File: src/rtl/message_writer.sv
// message_writer: typewriter-revealed ASCII message text for a character-cell display.
// Optional MESSAGE_WRITER_BLINK_EN blinks the WIN digit once the message is fully shown.
module message_writer #(
   parameter int COL_W        = 4,
   parameter int ROW_W        = 4,
   parameter int REVEAL_DIV   = 4,
   parameter int BLINK_FRAMES = 30
) (
   input  logic                   clk,
   input  logic                   rst_n,
   input  logic [ROW_W+COL_W-1:0] char_xy,
   input  logic [1:0]             msg_sel,
   input  logic                   winner,
   input  logic                   frame_tick,
   input  logic                   restart,
   output logic [6:0]             char_code,
   output logic                   reveal_done
);
   localparam logic [7:0] DIV_LAST = 8'(REVEAL_DIV - 1);
   logic [1:0]       msg_q;
   logic [COL_W-1:0] rev_cnt, rev_nxt, rev_eff, n_len, col;
   logic [ROW_W-1:0] row;
   logic [7:0]       div_cnt, div_nxt;
   logic [87:0]      txt;
   logic [6:0]       glyph;
   logic             clr, vis, blank;
   int               idx;
   assign row = char_xy[ROW_W+COL_W-1:COL_W];
   assign col = char_xy[COL_W-1:0];
   assign clr = restart || (msg_sel != msg_q);
   // Text is left-aligned in an 11-character field; column c maps to byte 11-c.
   always_comb begin
      n_len   = msg_sel == 2'd2 ? COL_W'(6) : msg_sel == 2'd3 ? COL_W'(9) : COL_W'(11);
      txt     = msg_sel == 2'd0 ? 88'("START GAME.")
              : msg_sel == 2'd1 ? {80'("WIN PLAYER"), 1'b0, winner ? 7'h32 : 7'h31}
              : msg_sel == 2'd2 ? {48'("PAUSED"), 40'h0}
              :                   {72'("GAME OVER"), 16'h0};
      idx     = (col == '0 || col > COL_W'(11)) ? 0 : 11 - int'(col);
      glyph   = txt[8*idx +: 7];
      rev_eff = clr ? '0 : rev_cnt;
      rev_nxt = clr ? '0
              : (frame_tick && div_cnt == DIV_LAST && rev_cnt < n_len) ? rev_cnt + 1'b1 : rev_cnt;
      div_nxt = clr ? '0 : !frame_tick ? div_cnt : div_cnt == DIV_LAST ? 8'd0 : div_cnt + 8'd1;
      vis     = row == '0 && col != '0 && col <= n_len && col <= rev_eff && !blank;
   end
   always_ff @(posedge clk or negedge rst_n) begin
      if (!rst_n) begin
         msg_q       <= 2'd0;
         rev_cnt     <= '0;
         div_cnt     <= 8'd0;
         reveal_done <= 1'b0;
         char_code   <= 7'h00;
      end else begin
         msg_q       <= msg_sel;
         rev_cnt     <= rev_nxt;
         div_cnt     <= div_nxt;
         reveal_done <= rev_nxt == n_len;
         char_code   <= vis ? glyph : 7'h00;
      end
   end
`ifdef MESSAGE_WRITER_BLINK_EN
   localparam logic [7:0] BLINK_LAST = 8'(BLINK_FRAMES - 1);
   logic [7:0] blink_cnt;
   logic       blink_on;
   assign blank = msg_sel == 2'd1 && col == COL_W'(11) && !blink_on;
   // Blink phase only runs while the message is complete; any restart rearms it visible.
   always_ff @(posedge clk or negedge rst_n) begin
      if (!rst_n) begin
         blink_cnt <= 8'd0;
         blink_on  <= 1'b1;
      end else if (clr || !reveal_done) begin
         blink_cnt <= 8'd0;
         blink_on  <= 1'b1;
      end else if (frame_tick) begin
         blink_cnt <= blink_cnt == BLINK_LAST ? 8'd0 : blink_cnt + 8'd1;
         blink_on  <= blink_cnt == BLINK_LAST ? !blink_on : blink_on;
      end
   end
`else
   assign blank = 1'b0;
`endif
endmodule
File: config.mk
export PLATFORM = sky130hd
export DESIGN_NAME = message_writer
export DESIGN_NICKNAME = d
export VERILOG_FILES = /design/src/rtl/message_writer.sv
export SDC_FILE = /design/constraint.sdc
export NUM_CORES = 1
export LEC_CHECK = 0
export BUFFER_PORTS_ARGS = -buffer_cell sky130_fd_sc_hd__clkbuf_2
export CELL_PAD_IN_SITES_DETAIL_PLACEMENT = 1
export CELL_PAD_IN_SITES_GLOBAL_PLACEMENT = 1
export CORE_MARGIN = 2
export CORE_UTILIZATION = 40
export DETAILED_ROUTE_END_ITERATION = 7
export PLACE_DENSITY_LB_ADDON = 0.25
export REMOVE_ABC_BUFFERS = 1
export SLEW_MARGIN = 40
export SYNTH_ARGS = -nofsm -noshare
export SYNTH_HDL_FRONTEND = slang
export SYNTH_SLANG_ARGS = --single-unit
export TNS_END_PERCENT = 20
File: constraint.sdc
create_clock -name clk -period 2.3 [get_ports clk]
set_clock_uncertainty 0.1 [all_clocks]
set_input_delay 0.46 -clock clk [delete_from_list [all_inputs] [get_ports clk]]
set_output_delay 0.46 -clock clk [all_outputs]
set_load 0.005 [all_outputs]
==> flow_metrics.env, run 1 <==
export IMPL_antenna_left=0
export IMPL_num_vias=2179
export IMPL_cts_tree="built"
export IMPL_min_path_type="input pin to asynchronous set/reset pin"
export IMPL_grt_usage_pct=25.9
export IMPL_syn_avg_cell_area_um2=8.18
export IMPL_antenna_found_initial=0
export IMPL_final_cell_mix="buf_4, nor2_1, dfrtp_1, clkbuf_2, ha_1"
export IMPL_post_layout_total_power_mw=0.970
export IMPL_cts_root_buf="clkbuf_8"
export IMPL_async_flop_share_pct=100
export IMPL_use_met1_pct=34.2
export IMPL_fp_dieH_um=74.9
export IMPL_grt_max_degree=23
export IMPL_power_frac_seq_pct=40.3
export IMPL_routabilityCongestion=0.874
export IMPL_ys_flop_type="dfrtp_1"
export IMPL_area_growth_pct=34.8
export IMPL_final_min_clock_period_ns=2.42
export IMPL_grt_pass1_vias=2310
export IMPL_p_sw_mw=0.322
export IMPL_startpoint_type="flip-flop"
export IMPL_grt_pass1_wl_um=11100
export IMPL_synth_cell_type_count=53
export IMPL_holdWs_ns=0.0893
export IMPL_yosys_warnings=0
export IMPL_antennaDiodeCount=0
export IMPL_fin_nets=355
export IMPL_p_clk_share_pct=26.1
export IMPL_use_met3_pct=2.14
export IMPL_synthCells=246
export IMPL_row_count=25
export IMPL_dpl_hpwl_um=5030
export IMPL_dpl_cell_count=378
export IMPL_synth_fa_ha_area_share_pct=12.4
export IMPL_wl_per_cell_um=17.6
export IMPL_rsz0062_at_grt="true"
export IMPL_slew_headroom_pct=56.2
export IMPL_clk_transition_reported_paths_ns=0.08
export IMPL_ioPinCount=23
export IMPL_maxCapViolCount=0
export IMPL_final_cells=385
export IMPL_drc_errors=0
export IMPL_cts_buffers=3
export IMPL_yosys_area_share_simple_pct=23.0
export IMPL_syn_area_um2=2010
export IMPL_drt_initial_drc_count=107
export IMPL_synth_top_area_share_pct=27.3
export IMPL_r2r_slack_ns=-0.12
export IMPL_fmax_ghz=0.413
export IMPL_power_leakage_nw=1.22
export IMPL_cts_htree_levels=1
export IMPL_synth_top_family_by_area="compound AO/OA/AOI/OAI gates"
export IMPL_synth_seq_area_share_pct=27.3
export IMPL_gr_total_overflow=0
export IMPL_clock_sinks=22
export IMPL_port_buffers=22
export IMPL_swShare_pct=33.2
export IMPL_power_density_nw_per_um2=357
export IMPL_r2r_end="char_code[5]"
export IMPL_crit_path_start="msg_q[1]"
export IMPL_r2r_start="msg_q[1]"
export IMPL_synth_area_leaders="dfrtp_1, ha_1, nor2_1"
export IMPL_coreArea_um2=4790
export IMPL_dieArea_um2=5620
export IMPL_vias_per_cell=5.66
export IMPL_drt_wl_total_um=6780
export IMPL_arrival_ns=2.51
export IMPL_setup_violations=8
export IMPL_dr_pass1_iters=4
export IMPL_synth_compound_area_share_pct=25.0
export IMPL_clk_latency_ns=0.27
export IMPL_synth_seq_cells=22
export IMPL_setup_tns_ns=-0.612
export IMPL_cp_max_fo=7
export IMPL_setup_ws_ns=-0.122
export IMPL_drive_above_1_share_pct=33.3
export IMPL_reg2regPathDepth=11
export IMPL_peakVddDrop_mv=0.247
export IMPL_muxShareOfSynthArea_pct=2.61
export IMPL_worstMarginPinSlew_ns=0.640
export IMPL_status="finished with violations"
export IMPL_grt_busiest_layer="met2"
export IMPL_comb_power_share_pct=33.6
export IMPL_hold_viol=0
export IMPL_synth_edff_count=0
export IMPL_die_width_um=74.9
export IMPL_endpoint_kind="flip-flop"
export IMPL_final_common_cell="buf_4"
export IMPL_drv_slew=0
export IMPL_grt_util_met2_pct=44.8
export IMPL_period_share_pct=105
export IMPL_clock_path_buffers=2
export IMPL_failed_checks="negative setup slack"
export IMPL_power_internal_mw=0.648
export IMPL_path_class="flip-flop to flip-flop"
export IMPL_start_util_pct=42.1
export IMPL_synth_area_leader_cell="dfrtp_1"
export IMPL_synth_xor_xnor_area_share_pct=5.22
export IMPL_cp_required_ns=2.39
==> worst max-delay path, cell delays in order (launching register included) <==
cell	delay (ns)
dfrtp_1	0.38
xor2_1	0.16
nor3_2	0.22
nand2_2	0.12
ha_4	0.27
nor2b_1	0.13
o21a_1	0.19
o21a_1	0.17
o21ai_1	0.11
o2111ai_1	0.12
buf_4	0.20
nor3_2	0.17
==> worst max path at each step <==
stage / depth (start not counted) / slack, ns / to
finish: 11 / -0.12 / char_code[5]
global placement: 10 / -0.31 / reveal_done
floorplan: 8 / -0.51 / char_code[0]
detailed placement: 12 / -0.45 / char_code[0]
CTS: 6 / -0.07 / reveal_done
global route: 11 / -0.22 / char_code[5]
==> layer usage <==
metal / routed length [um] / up-vias
li1: - / 1045
met1: 3040 / 1075
met2: 3370 / 49
met3: 228 / 10
met4: 130 / 0
met5: 0 / -
==> kinds of logic after synthesis <==
family	count (synthesis)
AO/OA/AOI/OAI	71
XOR/XNOR	12
adder cells (fa/ha/maj)	20
buffers and inverters	23
flip-flops	22
multiplexers	5
AND/OR/NAND/NOR	93
==> power by group through the flow <==
| stage | Sequential (mW) | Combinational [mW] | Clock (mW) |
|---|---|---|---|
| 6_report | 0.391 | 0.326 | 0.253 |
| 3_3_place_gp | 0.399 | 0.293 | 0 |
| 3_5_place_dp | 0.399 | 0.303 | 0 |
| 5_1_grt | 0.392 | 0.357 | 0.274 |
| 4_1_cts | 0.392 | 0.314 | 0.260 |
| 2_1_floorplan | 0.399 | 0.152 | 0 |
==> what timing repair did <==
| item | in CTS | in global routing |
|---|---|---|
| gates resized for setup | 11 | 3 |
| cloned | 0 | 0 |
| pin swaps | 7 | 5 |
| endpoints found under the setup margin | 9 | 9 |
| hold buffers | 0 | 0 |
| buffers inserted | 2 | 2 |
==> metrics by stage <==
stage | instance area [um2] | setup slack [ns] | utilization (%)
3_3_place_gp | 2580 | -0.313 | 53.9
4_1_cts | 2690 | -0.0722 | 56.3
6_report | 2710 | -0.122 | 56.7
2_1_floorplan | 1960 | -0.507 | -
3_5_place_dp | 2580 | -0.453 | 53.9
5_1_grt | 2710 | -0.223 | 56.7
==> Yosys cell counts, drive strengths merged (3+ instances only) <==
cell type / number
nor2: 25
dfrtp: 22
ha: 20
nand2: 20
a21oi: 15
o21ai: 15
nand3: 13
clkbuf: 12
nor3: 10
inv: 9
o211ai: 7
xor2: 7
a211oi: 5
nand2b: 5
or3: 5
xnor2: 5
o2111ai: 4
a21boi: 3
mux2i: 3
nand3b: 3
nor2b: 3
o311ai: 3
==> layout make-up <==
cell class	count	area [um2]
multi-input combinational	201	1440
sequential	22	551
fill	609	2070
timing repair buffer	83	568
tap	67	83.8
clock buffer	3	41.3
inverter	9	33.8
==> flip-flops by register name, summed over array words and instances (netlist names) <==
signal / cells
char_code: 7
rev_cnt: 4
msg_q: 2
div_cnt: 8
reveal_done: 1
Power figures use the tool's default switching activity.
==> run 2, diff against run 1 <==
CORE_UTILIZATION = 47   (was 40)
GPL_TIMING_DRIVEN = 0   (was default)
REMOVE_ABC_BUFFERS = default   (was 1)
clock period = 2.8 ns   (was 2.3 ns; I/O delays follow)
==> run 2 against run 1 <==
Compared with the run above: the flow now finishes without violations; sequential power is 18% lower; non-clock buffer count is 45 lower; utilization is 1.4 points higher; design area is 13% lower; die area is 14% lower; critical endpoint is now reveal_done.
==> flow_metrics.env, run 2 (synthesis results as in run 1) <==
export IMPL_status="completed"
export IMPL_vias_per_cell=6.23
export IMPL_worstMarginPinSlew_ns=0.592
export IMPL_grt_pass1_vias=2058
export IMPL_final_cells=324
export IMPL_largest_reg_flops=8
export IMPL_startpoint_type="input pin"
export IMPL_cts_buffers=3
export IMPL_period_share_pct=96.6
export IMPL_drt_wl_total_um=6060
export IMPL_clock_sinks=22
export IMPL_fp_dieH_um=69.4
export IMPL_clock_path_buffers=2
export IMPL_antennaDiodeCount=0
export IMPL_hold_viol=0
export IMPL_drive_above_1_share_pct=18.6
export IMPL_reg_top3="div_cnt (8), char_code (7), rev_cnt (4)"
export IMPL_wl_per_cell_um=18.7
export IMPL_grt_max_degree=23
export IMPL_area_growth_pct=17.1
export IMPL_antenna_found_initial=0
export IMPL_hold_buffers=0
export IMPL_slowest_stage="or3_1"
export IMPL_setup_violations=0
export IMPL_path_common_cell="inv_1"
export IMPL_register_area_um2=551
export IMPL_regMostFlops="div_cnt"
export IMPL_clk_transition_reported_paths_ns=0.09
export IMPL_dieArea_um2=4820
export IMPL_path_class="input pin to flip-flop"
export IMPL_synthesis_nets=281
export IMPL_coreArea_um2=4060
export IMPL_cts_root_buf="clkbuf_8"
export IMPL_antenna_left=0
export IMPL_final_common_cell="nor2_1"
export IMPL_slowest_delay_ns=0.43
export IMPL_cts_tree="built"
export IMPL_drc_errors=0
export IMPL_power_leakage_nw=0.983
export IMPL_fillerInstances=495
export IMPL_cp_max_fo=7
export IMPL_row_count=23
export IMPL_endpoint_kind="flip-flop"
export IMPL_final_min_clock_period_ns=2.71
export IMPL_path_cells="clkbuf_2, inv_1, ha_4, inv_1, ha_1, nand2_1, o2111ai_4, or3_1, a211o_1, a211oi_2"
export IMPL_dr_pass1_iters=4
export IMPL_port_buffers=22
export IMPL_die_width_um=69.4
export IMPL_cts_htree_levels=1
export IMPL_power_density_nw_per_um2=359
export IMPL_num_vias=2020
export IMPL_routabilityCongestion=0.918
export IMPL_holdWs_ns=0.159
export IMPL_dpl_cell_count=318
export IMPL_grt_usage_pct=26.0
export IMPL_multi_input_area_um2=1460
export IMPL_peakVddDrop_mv=0.208
export IMPL_clk_latency_ns=0.27
export IMPL_slew_headroom_pct=60.3
export IMPL_dpl_hpwl_um=4460
export IMPL_gr_total_overflow=0
export IMPL_fin_nets=310
export IMPL_grt_pass1_wl_um=10200
export IMPL_arrival_ns=2.79
export IMPL_drt_initial_drc_count=85
export IMPL_start_util_pct=49.6
export IMPL_maxCapViolCount=0
export IMPL_fmax_ghz=0.370
export IMPL_final_cell_mix="nor2_1, clkbuf_2, dfrtp_1"
export IMPL_cp_required_ns=2.89
export IMPL_min_path_type="input pin to asynchronous set/reset pin"
export IMPL_finish_utilization_pct=58.1
export IMPL_drv_slew=0
export IMPL_ioPinCount=23
export IMPL_rsz0062_at_grt="true"
-- run 2: changes by cell type in the layout (fill, tap and decap cells not counted), sizes merged --
cell	change
buf	-56
bufinv	+1
clkbuf	+11
-- run 2: power by group --
group / leakage [nW] / switching [mW] / total (mW) / internal (mW)
registers: 0.302 / 0.00155 / 0.322 / 0.320
logic: 0.645 / 0.141 / 0.219 / 0.0779
clock network: 0.0357 / 0.114 / 0.305 / 0.191
total: 0.983 / 0.257 / 0.846 / 0.589
-- run 2: routing by layer --
layer	wire length [um]	global-route usage (%)	part of all wire (%)
met4	102	8.71	1.7
met3	265	2.47	4.4
met1	2640	34.2	43
met5	0	0	0
met2	3060	44.7	50
-- run 2: final timing paths --
kind / from / end / slack, ns / depth (start not counted)
worst max-delay path: msg_sel[0] / reveal_done / 0.09 / 10
worst min-delay path: rst_n / msg_q[0] / 0.16 / 1
worst max register to register: div_cnt[3] / reveal_done / 0.19 / 6
worst min register to register: div_cnt[0] / div_cnt[0] / 0.46 / 1
max in group asynchronous: rst_n / char_code[3] / 2.06 / 1
min in group clk: msg_sel[0] / msg_q[0] / 0.40 / 1
-- run 2: through the flow --
step                      instance area, um2  TNS (ns)  setup slack [ns]  power [mW]
final                                   2360         0            0.0940       0.846
after global placement                  2190     -3.95            -0.587       0.518
after floorplan                         2010         0             0.122       0.459
after detailed placement                2200     -4.45            -0.644       0.527
after global routing                    2360   -0.0216           -0.0216       0.883
after CTS                               2300         0            0.0462       0.839
-- run 2: timing repair --
action,CTS,global route
endpoints found under the setup margin,8,5
pin swaps,2,1
gates resized for setup,6,12
setup buffers,2,1
-- run 2: worst max-delay path, delay by kind of cell --
family	cells	cell delay, ns
and+or+nand+nor	2	0.57
AOI/OAI and AO/OA	3	0.69
buffers and inverters	3	0.48
adders and majority gates	2	0.48
-- run 2: layout make-up --
| cell class | instances | share of cell area, % |
|---|---|---|
| Sequential cell | 22 | 23.4 |
| Tap cell | 50 | 2.65 |
| Buffer | 13 | 2.18 |
| Clock inverter | 1 | 1.27 |
| Multi-Input combinational cell | 201 | 61.7 |
| Timing Repair Buffer | 25 | 5.63 |
| Inverter | 9 | 1.43 |
| Clock buffer | 3 | 1.75 |
